[config.mk]
export PLATFORM = sky130hd
export DESIGN_NAME = ifetch_resp
export DESIGN_NICKNAME = d
export VERILOG_FILES = /design/src/rtl/ifetch_resp.sv
export SDC_FILE = /design/constraint.sdc
export NUM_CORES = 1
export LEC_CHECK = 0
export ABC_AREA = 1
export CAP_MARGIN = 15
export CORE_UTILIZATION = 48
export CTS_CLUSTER_DIAMETER = 80
export CTS_CLUSTER_SIZE = 12
export DETAILED_ROUTE_END_ITERATION = 7
export PLACE_DENSITY = 0.87
export SLEW_MARGIN = 30
export SYNTH_ARGS = -nofsm -noshare
export SYNTH_HDL_FRONTEND = slang
export SYNTH_SLANG_ARGS = --single-unit
[constraint.sdc]
create_clock -name clk -period 6.3 [get_ports clk]
set_input_delay 0.63 -clock clk [delete_from_list [all_inputs] [get_ports clk]]
set_output_delay 0.63 -clock clk [all_outputs]
set_load 0.1 [all_outputs]
[src/rtl/ifetch_resp.sv]
// ifetch_resp -- instruction-fetch responder between the PC register and the
// instruction bus. Hits in the holding entry return the instruction in the
// same cycle. A miss raises stallreq_o and fetches the word over a
// request/grant/response bus, with at most one transaction outstanding.
//
// Optional feature macro: IFETCH_PREFETCH_EN
//   When defined, a second holding entry is added. A hit in IDLE prefetches
//   pc_i+4 into the other entry.
//
// Ports:
//   clk, rst      clock, synchronous active-high reset
//   ce_i, pc_i    fetch enable and fetch address from the PC register
//   inst_o        instruction for pc_i (NOP when misaligned, 0 otherwise)
//   stallreq_o    instruction not yet available; the PC must hold
//   misalign_o    ce_i=1 and pc_i[1:0]!=0
//   mem_req_o     bus request (registered)
//   mem_addr_o    bus word address (registered, stable while mem_req_o=1)
//   mem_gnt_i     request accepted this cycle
//   mem_rvalid_i  response data valid (ignored outside WAIT)
//   mem_rdata_i   response data
module ifetch_resp (
    input  logic        clk,
    input  logic        rst,
    input  logic        ce_i,
    input  logic [31:0] pc_i,
    output logic [31:0] inst_o,
    output logic        stallreq_o,
    output logic        misalign_o,
    output logic        mem_req_o,
    output logic [31:0] mem_addr_o,
    input  logic        mem_gnt_i,
    input  logic        mem_rvalid_i,
    input  logic [31:0] mem_rdata_i
);

`ifdef IFETCH_PREFETCH_EN
    localparam int NUM_ENT = 2;
`else
    localparam int NUM_ENT = 1;
`endif
    localparam logic [31:0] NOP = 32'h0000_0013;

    typedef enum logic [1:0] {IDLE, REQ, WAIT} state_t;

    state_t                     state, state_nxt;
    logic                       req_nxt;
    logic [31:0]                addr_nxt;
    logic                       tgt, tgt_nxt;     // entry the in-flight fill writes
    logic                       demand_tgt;

    logic [NUM_ENT-1:0]         ent_vld;
    logic [NUM_ENT-1:0][31:0]   ent_addr;
    logic [NUM_ENT-1:0][31:0]   ent_data;

    logic                       aligned, fetch, hit, miss, fill;
    logic [NUM_ENT-1:0]         hit_vec;
    logic [31:0]                hit_data;

    assign aligned = (pc_i[1:0] == 2'b00);
    assign fetch   = ce_i & aligned;
    assign fill    = (state == WAIT) & mem_rvalid_i;

    always_comb begin
        hit_vec  = '0;
        hit_data = '0;
        for (int i = 0; i < NUM_ENT; i++) begin
            hit_vec[i] = ent_vld[i] && (ent_addr[i] == pc_i);
            if (hit_vec[i]) hit_data = ent_data[i];
        end
    end

    assign hit  = fetch & (|hit_vec);
    assign miss = fetch & ~(|hit_vec);

`ifdef IFETCH_PREFETCH_EN
    logic        last_hit;   // entry holding the most recent hit
    logic        hit_idx;
    logic [31:0] pf_addr;
    logic        pf_have, pf_go;

    assign hit_idx    = hit_vec[1];
    assign pf_addr    = pc_i + 32'd4;   // wraps mod 2^32
    assign demand_tgt = ~last_hit;      // keep the most recently used entry

    always_comb begin
        pf_have = 1'b0;
        for (int i = 0; i < NUM_ENT; i++)
            if (ent_vld[i] && (ent_addr[i] == pf_addr)) pf_have = 1'b1;
    end

    assign pf_go = hit & ~pf_have;

    always_ff @(posedge clk) begin
        if (rst)      last_hit <= 1'b0;
        else if (hit) last_hit <= hit_idx;
    end
`else
    assign demand_tgt = 1'b0;
`endif

    // Responses to the PC side are purely combinational.
    always_comb begin
        inst_o     = '0;
        stallreq_o = 1'b0;
        misalign_o = 1'b0;
        if (ce_i) begin
            if (!aligned) begin
                inst_o     = NOP;
                misalign_o = 1'b1;
            end else if (hit) begin
                inst_o = hit_data;
            end else begin
                stallreq_o = 1'b1;
            end
        end
    end

    // Bus FSM. A redirect mid-fetch does not abort: the fill lands under its
    // own address and the tag compare in IDLE raises the new miss.
    always_comb begin
        state_nxt = state;
        req_nxt   = mem_req_o;
        addr_nxt  = mem_addr_o;
        tgt_nxt   = tgt;
        case (state)
            IDLE: begin
                if (miss) begin
                    addr_nxt  = pc_i;
                    req_nxt   = 1'b1;
                    tgt_nxt   = demand_tgt;
                    state_nxt = REQ;
                end
`ifdef IFETCH_PREFETCH_EN
                else if (pf_go) begin
                    addr_nxt  = pf_addr;
                    req_nxt   = 1'b1;
                    tgt_nxt   = ~hit_idx;
                    state_nxt = REQ;
                end
`endif
            end
            REQ: begin
                if (mem_gnt_i) begin
                    req_nxt   = 1'b0;
                    state_nxt = WAIT;
                end
            end
            WAIT: begin
                if (mem_rvalid_i) state_nxt = IDLE;
            end
            default: begin
                req_nxt   = 1'b0;
                state_nxt = IDLE;
            end
        endcase
    end

    always_ff @(posedge clk) begin
        if (rst) begin
            state      <= IDLE;
            mem_req_o  <= 1'b0;
            mem_addr_o <= '0;
            tgt        <= 1'b0;
            ent_vld    <= '0;
        end else begin
            state      <= state_nxt;
            mem_req_o  <= req_nxt;
            mem_addr_o <= addr_nxt;
            tgt        <= tgt_nxt;
            for (int i = 0; i < NUM_ENT; i++)
                if (fill && (tgt == 1'(i))) ent_vld[i] <= 1'b1;
        end
    end

    // Tag/data need no reset; valid bits gate every use.
    always_ff @(posedge clk) begin
        for (int i = 0; i < NUM_ENT; i++) begin
            if (fill && (tgt == 1'(i))) begin
                ent_addr[i] <= mem_addr_o;
                ent_data[i] <= mem_rdata_i;
            end
        end
    end

endmodule

Yosys cells after proc, flatten, opt, wreduce, memory -nomap -nowiden

Cells that the tools add are included.

Output and inout bits: 67
Register bits after elaboration: 100
Input port bits: 69
Word-level logic and storage cells: 40

Reduce and logical (&&, ||, !) cells: 6
Bitwise logic cells: 6
Equal/unequal tests: 6
Muxes and demuxes: 16

Operators with widths:

| kind               | count |
|---|---|
| $mux 32            | 4 |
| $eq 32x32->1       | 1 |
| $mux 1             | 7 |
| $mux 2             | 3 |
| $ne 2x2->1 const B | 3 |
| $pmux 2 s3         | 1 |
| $reduce_and 3->1   | 2 |
| $and 1x1->1        | 4 |
| $logic_not 2->1    | 2 |
| $pmux 1 s3         | 1 |
| $eq 2x1->1 const B | 1 |
| $eq 2x2->1 const B | 1 |
| $not 1->1          | 2 |
| $reduce_and 2->1   | 1 |
| $logic_and 1x1->1  | 1 |

Longest topological paths before layout

Gate-level depths: netlist of run 1.

Word-level depth: 6
Mapped depth: 14
Depth with buffers taken out: 13

Worst setup path after synthesis of run 1

No wires, ideal clock.

Path kind: input to register
From: input port mem_rvalid_i
To: register ent_addr[0] (netlist bit) (enable)
Path slack: 0.673 ns
Cell stages on the path: 2
Path buffers: 0
Data required time: 5.733 ns
Library setup time: 0.567 ns
Arrival time: 5.060 ns
Cells stage by stage: inv_1 nor3_1

Word-level cells in the longest chain between the ends: 1

Ends and longest elaborated chain:

| item                            | line | text |
|---|---|---|
| from (decl)                     | 32   | `input logic mem_rvalid_i,` |
| $and 1x1->1                     | 61   | `assign fill = (state == WAIT) & mem_rvalid_i;` |
| net fill                        | 55   | `logic aligned, fetch, hit, miss, fill;` |
| to (signal, indexed assignment) | 179  | `ent_addr[i] <= mem_addr_o;` |
| to (decl)                       | 52   | `logic [NUM_ENT-1:0][31:0] ent_addr;` |

The timed path passes the listed nets, and every way through them passes these cells.
A chain may end at the register's enable or synchronous reset.

Worst setup path in the final report of run 1

From: input port pc_i[1]
To: output port inst_o[10]

Word-level cells in the longest chain between the ends: 6
Elaborated cells on any way between the ends: 9
Those cells by class: eq/ne: 1; mux: 4; bitwise: 2; reduce/logical: 2

Ends and longest elaborated chain:

| item                                                    | line   | text |
|---|---|---|
| from (decl)                                             | 25     | `input logic [31:0] pc_i,` |
| $eq 32x32->1 / $logic_not 2->1 (equally long branches)  | 67, 59 |  |
| $logic_and 1x1->1 / $and 1x1->1 (equally long branches) | 67, 60 |  |
| $mux 32 / $and 1x1->1 (equally long branches)           | 68, 72 |  |
| $mux 32                                                 | 110    | `end else if (hit) begin` |
| $mux 32 (*)                                             | 107    | `if (!aligned) begin` |
| $mux 32 (*)                                             | 106    | `if (ce_i) begin` |
| to (decl)                                               | 26     | `output logic [31:0] inst_o,` |

Every way passes the cells marked *; elsewhere a longest branch is shown, timed or not.

==> results of run 1 <==
synth_stat cells:
cell type / count / area [µm²]
nand2_1: 153 / 574
inv_1: 146 / 548
nor2_1: 75 / 282
edfxtp_1: 64 / 1920
dfxtp_1: 36 / 721
nand4_1: 35 / 219
clkbuf_1: 10 / 37.5
nor2_4: 10 / 113
clkinv_1: 7 / 26.3
nor3_1: 7 / 35.0
inv_2: 5 / 18.8
nand3_1: 5 / 25.0
o21ai_0: 5 / 25.0
xor2_1: 4 / 35.0
a21oi_1: 3 / 15.0
buf_2: 3 / 15.0
buf_4: 3 / 22.5
nor2_2: 3 / 18.8
nand3_4: 2 / 35.0
nor3_2: 2 / 20.0
nor4_1: 2 / 12.5
a21boi_0: 1 / 7.51
and2_1: 1 / 6.26
and3_1: 1 / 6.26
buf_12: 1 / 20.0
buf_6: 1 / 11.3
nand3_2: 1 / 10.0
nor3b_1: 1 / 7.51
o2111ai_1: 1 / 8.76
o211ai_1: 1 / 7.51
o21a_1: 1 / 7.51
o21ai_1: 1 / 5.00
xnor2_1: 1 / 8.76
metal layers:
layer | share of wire, % | track usage, % | routed length (µm)
met1 | 41 | 27.2 | 4850
met2 | 48 | 40.7 | 5630
met3 | 8.6 | 5.40 | 1010
met4 | 2.0 | 7.91 | 230
met5 | 0 | 0 | 0
stage by stage:
stage	hold WS (ns)	utilization, %	cell area, µm²	total power (W)
6_report	0.449	66.0	6450	0.00134
5_1_grt	0.477	66.0	6450	0.00139
4_1_cts	0.456	66.0	6450	0.00135
3_5_place_dp	0.437	64.2	6270	0.000975
3_3_place_gp	0.439	64.2	6270	0.000970
2_1_floorplan	0.456	-	4830	0.000886
flip-flops by register name, summed over array words and instances (netlist names):
| signal | count |
|---|---|
| state | 2 |
| ent_data | 32 |
| mem_req_o | 1 |
| ent_addr | 32 |
| mem_addr_o | 32 |
| ent_vld | 1 |
worst max-delay path by stage:
stage,slack (ns),end,from,cells after the start
2_1_floorplan,0.67,ent_addr[0],mem_rvalid_i,2
3_3_place_gp,1.69,inst_o[11],pc_i[10],12
3_5_place_dp,1.50,inst_o[10],pc_i[1],12
4_1_cts,1.49,inst_o[10],pc_i[1],12
5_1_grt,1.19,inst_o[10],pc_i[1],12
6_report,1.53,inst_o[10],pc_i[1],12
kinds of logic after synthesis:
group	share of synthesized area, %
AO/OA/AOI/OAI	1.58
flip-flops	54.8
XOR/XNOR	0.907
buffers and inverters	14.5
AND/OR/NAND/NOR	28.3
layout make-up:
| cell class | count | area (µm²) |
|---|---|---|
| fill | 799 | 3320 |
| sequential | 100 | 2640 |
| multi-input combinational | 316 | 1500 |
| timing repair buffer | 138 | 1370 |
| inverter | 158 | 593 |
| tap | 133 | 166 |
| clock buffer | 12 | 156 |
| clock inverter | 4 | 22.5 |
power breakdown:
group          leakage, nW  total [W]  switching (W)  internal (W)
Combinational         1.93   0.000242       0.000161     0.0000813
Clock               0.0913   0.000382       0.000216      0.000166
Sequential           0.877   0.000719     0.00000969      0.000709
Total                 2.89    0.00134       0.000387      0.000957
worst reg2reg max path, delay by kind of cell (launching register included):
| family | cells | cell delay (ns) |
|---|---|---|
| simple gates | 8 | 1.54 |
| flops | 1 | 0.43 |
| buf+inv | 1 | 0.09 |
| compound gates | 1 | 0.13 |
==> out/summary.txt, run 1 <==
syn_area_per_cell - 8.15 µm²
number of H-tree levels - 3
# Post-CTS Setup Buffers - 0
CP max-delay cell - clkdlybuf4s50_1
synthesized area - 0.00483 mm²
worst skew pair latency - 0.37 ns
GR Overflow Total - 0
commonest cells after routing, fill and taps aside - nand2_1 (153), inv_1 (145), clkdlybuf4s50_1 (135)
Tot GR Track Use - 22.9%
die area - 0.0105 mm²
Place WS - 1.50 ns
CTS max path bufs - 2
# setup viols final - 0
DPL Wire Length - 8.55 mm
CP most frequent cell - nand2_1
hold-fix buffers at CTS - 0
slew margin rel. - 32.7%
diode count - 0
vias in the first global route - 3919
reg2reg start - ent_addr[19]
r2r worst-path depth - 10
most common cell after layout, fill and taps aside - nand2_1
Yosys reg bits - 100
Routed Antenna Nets - 0
DRC Markers - 0
PD cells - 208 mW/mm²
Hold Path Stages - 0
setup slack, reg-to-reg - 4.03 ns
# IOs - 136
CTS root buffer - clkbuf_8
FMAX - 209 MHz
wire per inst - 13.6 µm
CP cell instances - clkdlybuf4s50_1 > inv_2 > nand2_1 > nand2_1 > nor3_2 > nand4_1 > nor2_1 > nand2_1 > nor2_2 > nand3_2 > nor2_1 > clkdlybuf4s50_1
placed cells - 845
post-synth cell types - 33
Initial Utilization - 49.4%
number of detailed-route iterations in the first pass - 4
Avg Vias per Cell - 4.82
Max stage delay on crit path - 1.18 ns
Hold Crit Class - reg2reg
worst hold path endpoint - ent_addr[30]
Worst Path Arrival - 4.14 ns
GP Congestion - 0.890
leakage power - 2.89 nW
first-pass GRT wire length - 18.2 mm
crit share post-route - 75.8%
CTS tree - yes
maximum vdd drop - 159 µV
crit path time final - 4.77 ns
worst hold start - mem_addr_o[30]
Die Height - 102 µm
largest delay contributor family on the critical path - buffers and inverters
Final WS setup - 1.53 ns
Max Slew Vio Count - 0
share of cells above drive strength 1 - 5.91%
worst setup path class - in2out
CORE AREA - 0.00977 mm²
Final Non-Filler Cells - 861
PortBufs - 135
CTS Sinks - 100
endpoints failing hold - 0
CTS clk-pin slew, worst paths - 0.10 ns
Total Wirelength - 11.7 mm
Die Width - 102 µm
Final Skew - 0.0146 ns
pin slew with the least headroom to its limit - 1.01 ns
largest net degree at the start of global routing - 63
DR vias - 4151
crit start category - primary input
Mapped Nets - 661
TritonCTS Buffers - 9
sequential area share after synthesis - 54.8%
max-cap violations - 0
post-synthesis to final-layout area growth - 33.7%
crit-path max FO - 29
CTS resizes - 0
Data required, critical path - 5.67 ns
CP bufs+invs - 3
RSZ-0062 raised after global routing - false
Worst Setup End Kind - output port
initial antenna violation count - 0
YS warnings - 0
Setup TNS - 0 ns
Rows - 36
run status - complete, no violations
DRT iter0 DRCs - 248
reg2reg end - mem_addr_o[17]
Synth Instances - 592
Final nets - 792
(Power assumes the default switching activity.)
==> run 2: changes to the inputs <==
--- a/config.mk
+++ b/config.mk
@@ -7,11 +7,11 @@
 export LEC_CHECK = 0
 export ABC_AREA = 1
 export CAP_MARGIN = 15
-export CORE_UTILIZATION = 48
+export CORE_UTILIZATION = 43
 export CTS_CLUSTER_DIAMETER = 80
 export CTS_CLUSTER_SIZE = 12
 export DETAILED_ROUTE_END_ITERATION = 7
-export PLACE_DENSITY = 0.87
+export PLACE_DENSITY = 0.83
 export SLEW_MARGIN = 30
 export SYNTH_ARGS = -nofsm -noshare
 export SYNTH_HDL_FRONTEND = slang
==> constraint.sdc (replaced) <==
create_clock -name clk -period 4.1 [get_ports clk]
set_input_delay 0.41 -clock clk [delete_from_list [all_inputs] [get_ports clk]]
set_output_delay 0.41 -clock clk [all_outputs]
set_load 0.1 [all_outputs]
==> run 2 against run 1 <==
Net effect:
- critical path depth down 2
- utilization down 3.8 points
- clock skew about the same
- cell count up 0.93%
- non-clock buffer count up 1
- sequential share of layout area down 1.9 points
- count of clock-buffer cells in the layout down 1
- sequential power up 53%
- largest cell class unchanged
- highest routed layer unchanged
==> out/summary.txt, run 2 (synthesis gave the netlist of run 1 again) <==
# setup viols final - 0 (unchanged)
Total Wirelength - 11.7 mm (-0.38%)
GR Overflow Total - 0 (unchanged)
initial antenna violation count - 0 (unchanged)
most common cell after layout, fill and taps aside - nand2_1
CTS tree - yes
run status - complete, no violations
Fill cells - 866 (+8.4%)
crit start category - primary input
slew margin rel. - 33.0% (+0.28 points)
wire per inst - 13.4 µm (-1.3%)
Hold Crit Class - reg2reg
Avg Vias per Cell - 4.72 (-2.1%)
crit-path max FO - 35 (+21%)
DR vias - 4102 (-1.2%)
Worst Path Arrival - 2.70 ns (-1.44 ns)
Max Slew Vio Count - 0 (unchanged)
post-synthesis to final-layout area growth - 40.3%
max-cap violations - 0 (unchanged)
Routed Antenna Nets - 0 (unchanged)
DPL Wire Length - 8.50 mm (-0.59%)
Data required, critical path - 3.69 ns (-1.98 ns)
TritonCTS Buffers - 9 (unchanged)
CTS max path bufs - 2 (unchanged)
CORE AREA - 0.0109 mm² (+11%)
highest metal used - met4
Die Width - 108 µm (+5.5%)
DRT iter0 DRCs - 366 (+48%)
met2 wire length - 5.84 mm (+3.6%)
met3 WL - 681 µm (-32%)
hold-fix buffers at CTS - 0 (unchanged)
Final nets - 793 (+0.13%)
maximum vdd drop - 144 µV (-9.2%)
Initial Utilization - 44.3% (-5.0 points)
diode count - 0 (unchanged)
pin slew with the least headroom to its limit - 1.00 ns (-0.00417 ns)
Largest regs - ent_addr (32), ent_data (32), mem_addr_o (32)
# Post-CTS Setup Buffers - 0 (unchanged)
largest net degree at the start of global routing - 66 (+4.8%)
Tot GR Track Use - 21.3% (-1.6 points)
Rows - 38 (+5.6%)
Metal-1 WL - 4.84 mm (-0.14%)
CTS resizes - 0 (unchanged)
# IOs - 136 (unchanged)
die area - 0.0117 mm² (+11%)
crit share post-route - 75.8%
Setup TNS - 0 ns (unchanged)
Final Skew - 0.0143 ns (-0.000343 ns)
Worst Setup End Kind - output port
number of detailed-route iterations in the first pass - 5 (+1)
first-pass GRT wire length - 19.1 mm (+4.7%)
leakage power - 3.04 nW (+5.0%)
DRC Markers - 0 (unchanged)
share of cells above drive strength 1 - 10.6% (+4.7 points)
PD cells - 310 mW/mm² (+49%)
FMAX - 322 MHz
worst skew pair latency - 0.37 ns (about the same)
Overall Power - 0.00210 W (+56%)
CTS clk-pin slew, worst paths - 0.09 ns (about the same)
CTS Sinks - 100 (unchanged)
commonest cells after routing, fill and taps aside - nand2_1 (153), inv_1 (145), clkdlybuf4s50_1 (102)
endpoints failing hold - 0 (unchanged)
setup slack, reg-to-reg - 1.80 ns (-2.23 ns)
number of H-tree levels - 3 (unchanged)
CTS root buffer - clkbuf_8
PortBufs - 135 (unchanged)
GP Congestion - 0.910 (+2.2%)
vias in the first global route - 4044 (+3.2%)
RSZ-0062 raised after global routing - false
Die Height - 108 µm (+5.5%)
crit path time final - 3.11 ns
worst setup path class - in2out
-- run 2: cell types whose count changed in the layout (fill, tap and decap cells not counted), sizes merged --
cell / previous run / this run
clkbuf: 12 / 11
clkdlybuf4s50: 135 / 102
buf: 3 / 37
bufinv: 0 / 1
clkinvlp: 1 / 2
clkinv: 10 / 9
-- run 2: layer usage --
| metal | track usage (%) | vias up |
|---|---|---|
| met1 | 25.8 | 1860 |
| met3 | 3.25 | 27 |
| met4 | 10.2 | 0 |
| met5 | 0 | - |
| li1 | - | 2055 |
| met2 | 37.2 | 160 |
-- run 2: layout make-up --
type	count	area (µm²)	area share [%]
clock buffers	11	131	1.94
flip-flops and latches	100	2640	39.0
clock inverters	5	62.6	0.924
well taps	140	175	2.59
repair buffers	139	1660	24.5
inverters	158	593	8.76
multi-input cells	316	1500	22.2
-- run 2: final timing paths --
path | from | end | cells after the start
setup / recovery | pc_i[19] | inst_o[4] | 10
hold reg to reg | mem_addr_o[23] | ent_addr[23] | 0
setup reg to reg | ent_addr[19] | mem_addr_o[10] | 10
hold / removal | mem_addr_o[23] | ent_addr[23] | 0
-- run 2: power breakdown --
group	switching [W]	total (W)	internal (W)
sequential	0.0000150	0.00110	0.00109
clock	0.000336	0.000621	0.000285
combinational	0.000248	0.000373	0.000124
total	0.000600	0.00210	0.00150
-- run 2: metrics by stage --
stage                     setup slack (ns)  hold slack, ns  instances  util [%]  area, µm²
after floorplan                      0.320           0.456        592         -       4830
after global placement                1.18           0.439        853      60.4       6580
after detailed placement              1.04           0.443        853      60.4       6580
after CTS                             1.03           0.464        869      62.2       6770
after global routing                 0.846           0.481        869      62.2       6770
final                                0.991           0.464        869      62.2       6770
-- run 2: critical path, stage by stage --
cell	delay, ns
clkdlybuf4s50_1	0.50
inv_1	0.09
nand2_1	0.07
o21ai_0	0.14
nor3_1	0.17
nand2_1	0.08
nor2_1	0.20
nand3_4	0.38
o21ai_0	0.32
buf_4	0.33
